## config.mk

```make
export PLATFORM = sky130hd
export DESIGN_NAME = tff_count_ctrl_flat
export DESIGN_NICKNAME = d
export VERILOG_FILES = /design/src/rtl/tff_ctrl_pkg.sv /design/src/rtl/tff_count_ctrl_if.sv /design/src/rtl/tff_cell.sv /design/src/rtl/tff_count_ctrl.sv /design/src/flat_wrapper.sv
export SDC_FILE = /design/constraint.sdc
export NUM_CORES = 1
export LEC_CHECK = 0
export CORE_UTILIZATION = 54
export DETAILED_ROUTE_END_ITERATION = 10
export PLACE_DENSITY = 0.83
export SETUP_SLACK_MARGIN = 0.15
export SYNTH_ARGS = -nofsm -noshare
export SYNTH_HDL_FRONTEND = slang
export SYNTH_SLANG_ARGS = --single-unit
export TNS_END_PERCENT = 10
```

## constraint.sdc

```tcl
create_clock -name clk -period 4.2 [get_ports clk]
set_clock_uncertainty 0.1 [all_clocks]
set_input_delay 1.26 -clock clk [delete_from_list [all_inputs] [get_ports clk]]
set_output_delay 1.26 -clock clk [all_outputs]
set_load 0.02 [all_outputs]
```

## src/rtl/tff_ctrl_pkg.sv

```systemverilog
// Shared definitions for the T flip-flop bank controller.
//   state_t            : controller FSM state encoding (IDLE, INIT, RUN, DONE)
//   MODE_*             : command mode encodings carried on cmd_mode
//   bin2gray/gray2bin  : code conversions at FUNC_W bits; callers zero-extend
//                        narrower values and truncate the result.
package tff_ctrl_pkg;

    typedef enum logic [1:0] {
        IDLE = 2'd0,
        INIT = 2'd1,
        RUN  = 2'd2,
        DONE = 2'd3
    } state_t;

    localparam logic [1:0] MODE_UP   = 2'd0;
    localparam logic [1:0] MODE_DOWN = 2'd1;
    localparam logic [1:0] MODE_GRAY = 2'd2;
    localparam logic [1:0] MODE_HOLD = 2'd3;

    localparam int FUNC_W = 32;

    function automatic logic [FUNC_W-1:0] bin2gray(input logic [FUNC_W-1:0] b);
        return b ^ (b >> 1);
    endfunction

    // Each binary bit is the XOR of all Gray bits at or above it.
    function automatic logic [FUNC_W-1:0] gray2bin(input logic [FUNC_W-1:0] g);
        logic [FUNC_W-1:0] b;
        b[FUNC_W-1] = g[FUNC_W-1];
        for (int i = FUNC_W - 2; i >= 0; i--) begin
            b[i] = b[i+1] ^ g[i];
        end
        return b;
    endfunction

endpackage

```

## src/rtl/tff_count_ctrl_if.sv

```systemverilog
// Command/status bundle between a command source and tff_count_ctrl.
//   cmd_valid/cmd_ready : command handshake (ready only while idle)
//   cmd_mode/cmd_limit  : command mode and terminal bank value
//   abort               : cancel a running command
//   t_vec/q             : toggle vector and current bank state
//   busy/done           : activity flag and one-cycle completion pulse
interface tff_count_ctrl_if #(
    parameter int WIDTH = 4
);
    logic             cmd_valid;
    logic             cmd_ready;
    logic [1:0]       cmd_mode;
    logic [WIDTH-1:0] cmd_limit;
    logic             abort;
    logic [WIDTH-1:0] t_vec;
    logic [WIDTH-1:0] q;
    logic             busy;
    logic             done;

    modport master (
        output cmd_valid, cmd_mode, cmd_limit, abort,
        input  cmd_ready, t_vec, q, busy, done
    );

    modport slave (
        input  cmd_valid, cmd_mode, cmd_limit, abort,
        output cmd_ready, t_vec, q, busy, done
    );
endinterface

```

## src/rtl/tff_cell.sv

```systemverilog
// Single T flip-flop of the controlled bank.
//   clk : rising-edge clock
//   rst : synchronous active-high reset, clears A0
//   T   : toggle enable
//   A0  : stored bit
module tff_cell (
    input  logic clk,
    input  logic rst,
    input  logic T,
    output logic A0
);
    always_ff @(posedge clk) begin
        if (rst) begin
            A0 <= 1'b0;
        end else begin
            A0 <= A0 ^ T;
        end
    end
endmodule

```

## src/rtl/tff_count_ctrl.sv

```systemverilog
// Controller driving a bank of WIDTH T flip-flops through count sequences
// (binary up, binary down, Gray up, hold). The bank only ever changes by
// toggling; the controller computes the toggle vector from the current state
// and bank value and stores nothing but its state, mode and limit.
//   clk, rst : clock and synchronous active-high reset
//   bus      : command/status bundle (slave side), see tff_count_ctrl_if
module tff_count_ctrl
    import tff_ctrl_pkg::*;
#(
    parameter int WIDTH = 4
) (
    input  logic clk,
    input  logic rst,
    tff_count_ctrl_if.slave bus
);

    state_t           state_q;
    state_t           state_d;
    logic [1:0]       mode_q;
    logic [WIDTH-1:0] limit_q;
    logic [WIDTH-1:0] q;
    logic [WIDTH-1:0] t_vec;
    logic [WIDTH-1:0] up_t;
    logic [WIDTH-1:0] down_t;
    logic [WIDTH-1:0] gray_bin_nxt;
    logic [WIDTH-1:0] gray_nxt;
    logic             busy;
    logic             ready;
    logic             done;
    logic             accept;

    assign accept = (state_q == IDLE) && bus.cmd_valid;

    always_ff @(posedge clk) begin
        if (rst) begin
            state_q <= IDLE;
        end else begin
            state_q <= state_d;
        end
    end

    // Command fields are pure data; they are only meaningful after an accept.
    always_ff @(posedge clk) begin
        if (accept) begin
            mode_q  <= bus.cmd_mode;
            limit_q <= bus.cmd_limit;
        end
    end

    // Ripple-carry style toggle masks: a bit toggles when every lower bit is
    // 1 (counting up) or 0 (counting down).
    always_comb begin
        up_t      = '0;
        down_t    = '0;
        up_t[0]   = 1'b1;
        down_t[0] = 1'b1;
        for (int i = 1; i < WIDTH; i++) begin
            up_t[i]   = up_t[i-1] & q[i-1];
            down_t[i] = down_t[i-1] & ~q[i-1];
        end
    end

    // Next Gray code; the sum is truncated to WIDTH so the sequence wraps.
    assign gray_bin_nxt = WIDTH'(gray2bin(FUNC_W'(q))) + WIDTH'(1);
    assign gray_nxt     = WIDTH'(bin2gray(FUNC_W'(gray_bin_nxt)));

    always_comb begin
        state_d = state_q;
        t_vec   = '0;
        busy    = 1'b0;
        ready   = 1'b0;
        done    = 1'b0;
        case (state_q)
            IDLE: begin
                ready = 1'b1;
                if (bus.cmd_valid) begin
                    state_d = INIT;
                end
            end
            INIT: begin
                busy = 1'b1;
                if (bus.abort) begin
                    state_d = IDLE;
                end else begin
                    // Steer the bank onto the sequence start in one step.
                    t_vec   = q ^ ((mode_q == MODE_DOWN) ? {WIDTH{1'b1}} : {WIDTH{1'b0}});
                    state_d = RUN;
                end
            end
            RUN: begin
                busy = 1'b1;
                if (bus.abort) begin
                    state_d = IDLE;
                end else if ((q == limit_q) || (mode_q == MODE_HOLD)) begin
                    state_d = DONE;
                end else begin
                    case (mode_q)
                        MODE_UP:   t_vec = up_t;
                        MODE_DOWN: t_vec = down_t;
                        MODE_GRAY: t_vec = q ^ gray_nxt;
                        default:   t_vec = '0;
                    endcase
                end
            end
            DONE: begin
                done    = 1'b1;
                state_d = IDLE;
            end
            default: begin
                state_d = IDLE;
            end
        endcase
    end

    for (genvar i = 0; i < WIDTH; i++) begin : g_bank
        tff_cell u_cell (
            .clk (clk),
            .rst (rst),
            .T   (t_vec[i]),
            .A0  (q[i])
        );
    end

    assign bus.cmd_ready = ready;
    assign bus.busy      = busy;
    assign bus.done      = done;
    assign bus.t_vec     = t_vec;
    assign bus.q         = q;

endmodule

```

## src/flat_wrapper.sv

```systemverilog
// flat-port wrapper written by rule: the top's interface ports become plain ports
module tff_count_ctrl_flat import tff_ctrl_pkg::*;
#(
    parameter int WIDTH = 4
)
  (clk, rst, bus_cmd_valid, bus_cmd_mode, bus_cmd_limit, bus_abort, bus_cmd_ready, bus_t_vec, bus_q, bus_busy, bus_done);
  tff_count_ctrl_if #(.WIDTH(WIDTH)) bus_i ();
  input  logic clk;
  input  logic rst;
  input wire logic [$bits(bus_i.cmd_valid)-1:0] bus_cmd_valid;
  input wire logic [$bits(bus_i.cmd_mode)-1:0] bus_cmd_mode;
  input wire logic [$bits(bus_i.cmd_limit)-1:0] bus_cmd_limit;
  input wire logic [$bits(bus_i.abort)-1:0] bus_abort;
  output wire logic [$bits(bus_i.cmd_ready)-1:0] bus_cmd_ready;
  output wire logic [$bits(bus_i.t_vec)-1:0] bus_t_vec;
  output wire logic [$bits(bus_i.q)-1:0] bus_q;
  output wire logic [$bits(bus_i.busy)-1:0] bus_busy;
  output wire logic [$bits(bus_i.done)-1:0] bus_done;
  assign bus_i.cmd_valid = bus_cmd_valid;
  assign bus_i.cmd_mode = bus_cmd_mode;
  assign bus_i.cmd_limit = bus_cmd_limit;
  assign bus_i.abort = bus_abort;
  assign bus_cmd_ready = bus_i.cmd_ready;
  assign bus_t_vec = bus_i.t_vec;
  assign bus_q = bus_i.q;
  assign bus_busy = bus_i.busy;
  assign bus_done = bus_i.done;
  tff_count_ctrl #(.WIDTH(WIDTH)) u_core (.clk(clk), .rst(rst), .bus(bus_i));
endmodule
```

; Word-level counts from Yosys, hierarchy flattened
; Cells that the tools add are included.
[op_classes]
n_addsub = 1
n_bitwise = 17
n_mux = 14
reduce_logical = 6
n_eq_ne = 9
[ops]
columns = op, count
row1 = $mux 4, 4
row2 = $pmux 4 s3, 1
row3 = $eq 2x2->1 const B, 4
row4 = $mux 2, 4
row5 = $pmux 2 s4, 1
row6 = $pmux 4 s2, 1
row7 = $xor 4x4->4, 2
row8 = $xor 1x1->1, 7
row9 = $add 4x1->4 const B, 1
row10 = $and 1x1->1, 4
row11 = $eq 2x1->1 const B, 2
row12 = $eq 4x4->1, 1
row13 = $logic_not 2->1, 2
row14 = $xor 4x3->4, 1
row15 = $mux 1, 3
row16 = $ne 3x2->1 const B, 1
row17 = $not 1->1, 3
row18 = $ne 2x2->1 const B, 1
row19 = $reduce_and 2->1, 1
row20 = $reduce_or 2->1, 1
row21 = $logic_and 1x1->1, 1
row22 = $logic_or 1x1->1, 1
[word_totals]
elab_cells = 54
inputBits = 10
register_bits = 12

; Depth between registers and ports, before layout
; Gate-level depths: netlist (run 1).
[logic_depth]
depth_word = 11
ltp_mapped = 9

; By module
; From an unflattened synthesis (run 1), not the netlist that was laid out.
[hier_totals]
hier_cells = 84
area_unflattened_um2 = 799.5
[modules_own_cells]
columns = module, cells_each, area_each_um2, seq_area_each_um2, n_inst
row1 = tff_count_ctrl, 72, 669.4, 220.2, 1
row2 = tff_cell, 3, 32.5, 20.0, 4

; Worst setup path before layout (run 1)
; Ideal clock, no wire load.
[synth_timing]
path_type = input-to-output
startpoint = input bus_abort
endpoint = output bus_t_vec[2]
path_stages = 5
arrival_ns = 2.191
n_path_buf = 1
path_slack_ns = 0.649
path_cell_list = nand2b_1 > a21oi_1 > and2_1 > a32o_1 > buf_4
[synth_between]
elab_chain_cells = 2
elab_cells_between_ends = 3
classes_between = mux: 3
[synth_rtl]
columns = element, line
row1 = from (decl), flat_wrapper.sv:13  ; input wire logic [$bits(bus_i.abort)-1:0] bus_abort;
row2 = "$mux 4, on equally long branches", "tff_count_ctrl.sv:92, tff_count_ctrl.sv:82"
row3 = $pmux 4 s2 (*), tff_count_ctrl.sv:73  ; case (state_q)
row4 = to (decl), flat_wrapper.sv:15  ; output wire logic [$bits(bus_i.t_vec)-1:0] bus_t_vec;
; Mark *: on every way between the ends. The rest lies on a longest branch, timed or not.

; Worst setup path in the final report (run 1)
[layout_timing]
startpoint = input bus_abort
endpoint = output bus_t_vec[0]
; Same word-level chain as after synthesis.

==> flow_metrics.py, run 1 <==
metrics = {
    "run_status": {
        "outcome": "complete, no violations",
    },
    "floorplanning": {
        "start_util": 0.572,
        "die_h_um": 44.8,
        "core.rowCount": 15,
        "die_w_um": 44.8,
        "io_pins": 21,
        "core_mm2": 0.00173,
        "dieArea_mm2": 0.00201,
    },
    "clocking": {
        "clock_latency_ns": 0.27,
        "cts_setup_buffers": 0,
        "cts_buffers": 3,
        "post_cts_resized": 12,
        "hold_buffers": 0,
        "cts_sinks": 12,
        "cts_root_buf": "clkbuf_4",
        "cts_max_level": 1,
        "cts_tree": "done",
        "clk_pin_slew_ns": 0.08,
        "clockBufferDepth": 2,
    },
    "worst_setup_path": {
        "crit_arrival_ns": 2.71,
        "cp-start-kind": "primary input",
        "slowest_stage": "clkdlybuf4s50_1",
        "critical_path_class": "primary input to output pin",
        "critPathMaxFanout": 3,
        "critPathMaxStageDelay_ns": 0.43,
        "r2r_cells": 8,
        "crit_path_cell_trace": "clkdlybuf4s50_1 > nand2b_1 > a21oi_2 > buf_4 > a31oi_1 > nor2b_1 > clkdlybuf4s15_2",
        "cp.required_ns": 2.84,
        "cp-end-kind": "output pin",
    },
    "grt": {
        "antenna_found_initial": 0,
        "grt_pass1_vias": 798,
        "track_usage": 0.236,
        "grt_pass1_wl_um": 3370,
        "grt_max_degree": 13,
        "grt-ovfl-total": 0,
    },
    "routing": {
        "routed_wl_um": 2130,
        "post-route-drc-count": 0,
        "first_iter_violations": 20,
        "vias_per_cell": 5.58,
        "route.detailed.wl_per_inst_um": 14.3,
        "dr.pass1.iters": 4,
        "vias": 831,
        "antenna_left": 0,
    },
    "synth": {
        "synth_xor_xnor_area_share": 0.111,
        "synth-compound-area-share": 0.139,
        "async_flop_share": 0,
        "syn_inst": 107,
        "syn-cell-area_um2": 988,
        "syn_avg_cell_area_um2": 9.24,
        "ys.flop_type": "edfxtp_1",
        "yosys_warnings": 0,
        "synth_fa_ha_area_frac": 0.0759,
        "synth_fp_nets": 123,
        "synthMuxAreaShare": 0.0266,
        "ys_types": 39,
        "synth_top_family_by_area": "simple AND/OR/NAND/NOR gates",
        "yosysSeqAreaShare": 0.304,
        "synthSimpleGateAreaFrac": 0.213,
        "synth_edf_count": 6,
        "ys_ff_latch": 12,
    },
    "sta": {
        "tightest_slew_ns": 0.600,
        "hold_viol": 0,
        "fmax_mhz": 245,
        "grt_setup_unrepaired": "true",
        "setup_viol": 0,
        "slew_viol_final": 0,
        "hold-worst-slack_ns": 0.447,
        "fin_crit_ns": 4.07,
        "relSlewSlack": 0.595,
        "period_share": 0.970,
    },
    "finish": {
        "multiInputGateArea_um2": 566,
        "finalNonFillerCells": 149,
        "num-nets-final": 141,
        "nFillCells": 151,
        "diodes": 0,
        "final_area_mm2": 0.00120,
        "final_cell_mix": "16 x clkdlybuf4s50_1, 9 x xnor2_1, 8 x buf_4, 7 x nor2_1",
        "mostFrequentLayoutCell": "clkdlybuf4s50_1",
        "utilization": 0.694,
        "area_growth_pct": 21.3,
        "drive_gt1_frac": 0.153,
        "seq_area_um2": 300,
    },
    "hold_path": {
        "holdPathStages": 2,
        "hold_path_class": "flip-flop to flip-flop",
    },
    "power": {
        "p_leak_nw": 0.450,
        "total_power_mw": 0.300,
        "max-vdd-ir-drop_mv": 0.217,
        "power.density_mw_per_mm2": 250,
    },
    "placement": {
        "gp_congestion": 0.898,
        "dp_hpwl_um": 1600,
        "placedCellCount": 145,
        "io_buffers": 20,
        "postPlaceCellArea_mm2": 0.00117,
    },
    "flow_run": {
        "drv_cap": 0,
    },
}
==> where the power goes <==
group	leakage, nW	total, mW	internal (mW)	switching [mW]
sequential	0.106	0.140	0.132	0.00817
clock	0.0154	0.0761	0.0344	0.0416
combinational	0.328	0.0841	0.0421	0.0420
==> registers in the layout, indices dropped and copies added, names as in the netlist <==
name                     cells
u_core.mode_q                2
u_core.g_bank.u_cell.A0      4
u_core.state_q               2
u_core.limit_q               4
==> critical path, delay by kind of cell <==
family	cells	cell delay (ns)
compound gates	2	0.24
buf+inv	3	0.85
simple gates	2	0.36
==> cells in the mapped netlist, types with 2 or more instances <==
cell type  instances  share of area
dfxtp_1            6           0.12
ha_1               6          0.076
a21oi_1            3          0.015
o21ai_0            4          0.020
nand4_1            4          0.025
nor2_1             7          0.027
or3b_1             2          0.018
a31oi_1            3          0.019
nor3b_1            2          0.015
inv_1              6          0.023
buf_4              9          0.068
buf_6              2          0.023
and3_1             2          0.013
nand3_1            2          0.010
clkbuf_1           3          0.011
nor2b_1            5          0.032
nand2b_1           4          0.025
edfxtp_1           6           0.18
and2_1             3          0.019
xnor2_1            9          0.080
==> final cells by class <==
class | count | share of cell area
well taps | 25 | 0.0261
clock inverters | 1 | 0.00313
inverters | 6 | 0.0188
repair buffers | 28 | 0.211
flip-flops and latches | 12 | 0.251
multi-input cells | 74 | 0.472
clock buffers | 3 | 0.0188
==> per-layer routing <==
layer,share of wire,GRT usage,vias up
li1,-,-,402
met1,0.41,0.270,393
met2,0.52,0.418,31
met3,0.050,0.0400,5
met4,0.014,0.127,0
met5,0,0,-
==> worst paths after layout <==
kind                                                 start  slack [ns]                          to
worst max-delay path                             bus_abort        0.13                bus_t_vec[0]
worst min-delay path                     u_core.state_q[1]        0.45           u_core.state_q[1]
worst max register to register  u_core.g_bank[2].u_cell.A0        1.83  u_core.g_bank[2].u_cell.A0
worst min register to register           u_core.state_q[1]        0.45           u_core.state_q[1]
==> metrics by stage <==
step | setup slack [ns] | setup TNS (ns)
after floorplan | 0.649 | 0
after global placement | -0.233 | -0.832
after detailed placement | -0.267 | -0.983
after CTS | 0.124 | 0
after global routing | 0.0606 | 0
final | 0.125 | 0
==> logic make-up after synthesis <==
family	after synthesis
fa+ha+maj	6
simple gates	35
compound gates	20
buf+inv	21
xor+xnor	11
mux	2
flops	12
Power figures use the tool's default switching activity.
==> run 2, diff against run 1 <==
--- a/config.mk
+++ b/config.mk
@@ -9,6 +9,7 @@
 export DETAILED_ROUTE_END_ITERATION = 10
 export PLACE_DENSITY = 0.83
 export SETUP_SLACK_MARGIN = 0.15
+export SKIP_LAST_GASP = 1
 export SYNTH_ARGS = -nofsm -noshare
 export SYNTH_HDL_FRONTEND = slang
 export SYNTH_SLANG_ARGS = --single-unit
==> results of run 2 <==
Final layout, timing and power as in run 1 (identical DEF).
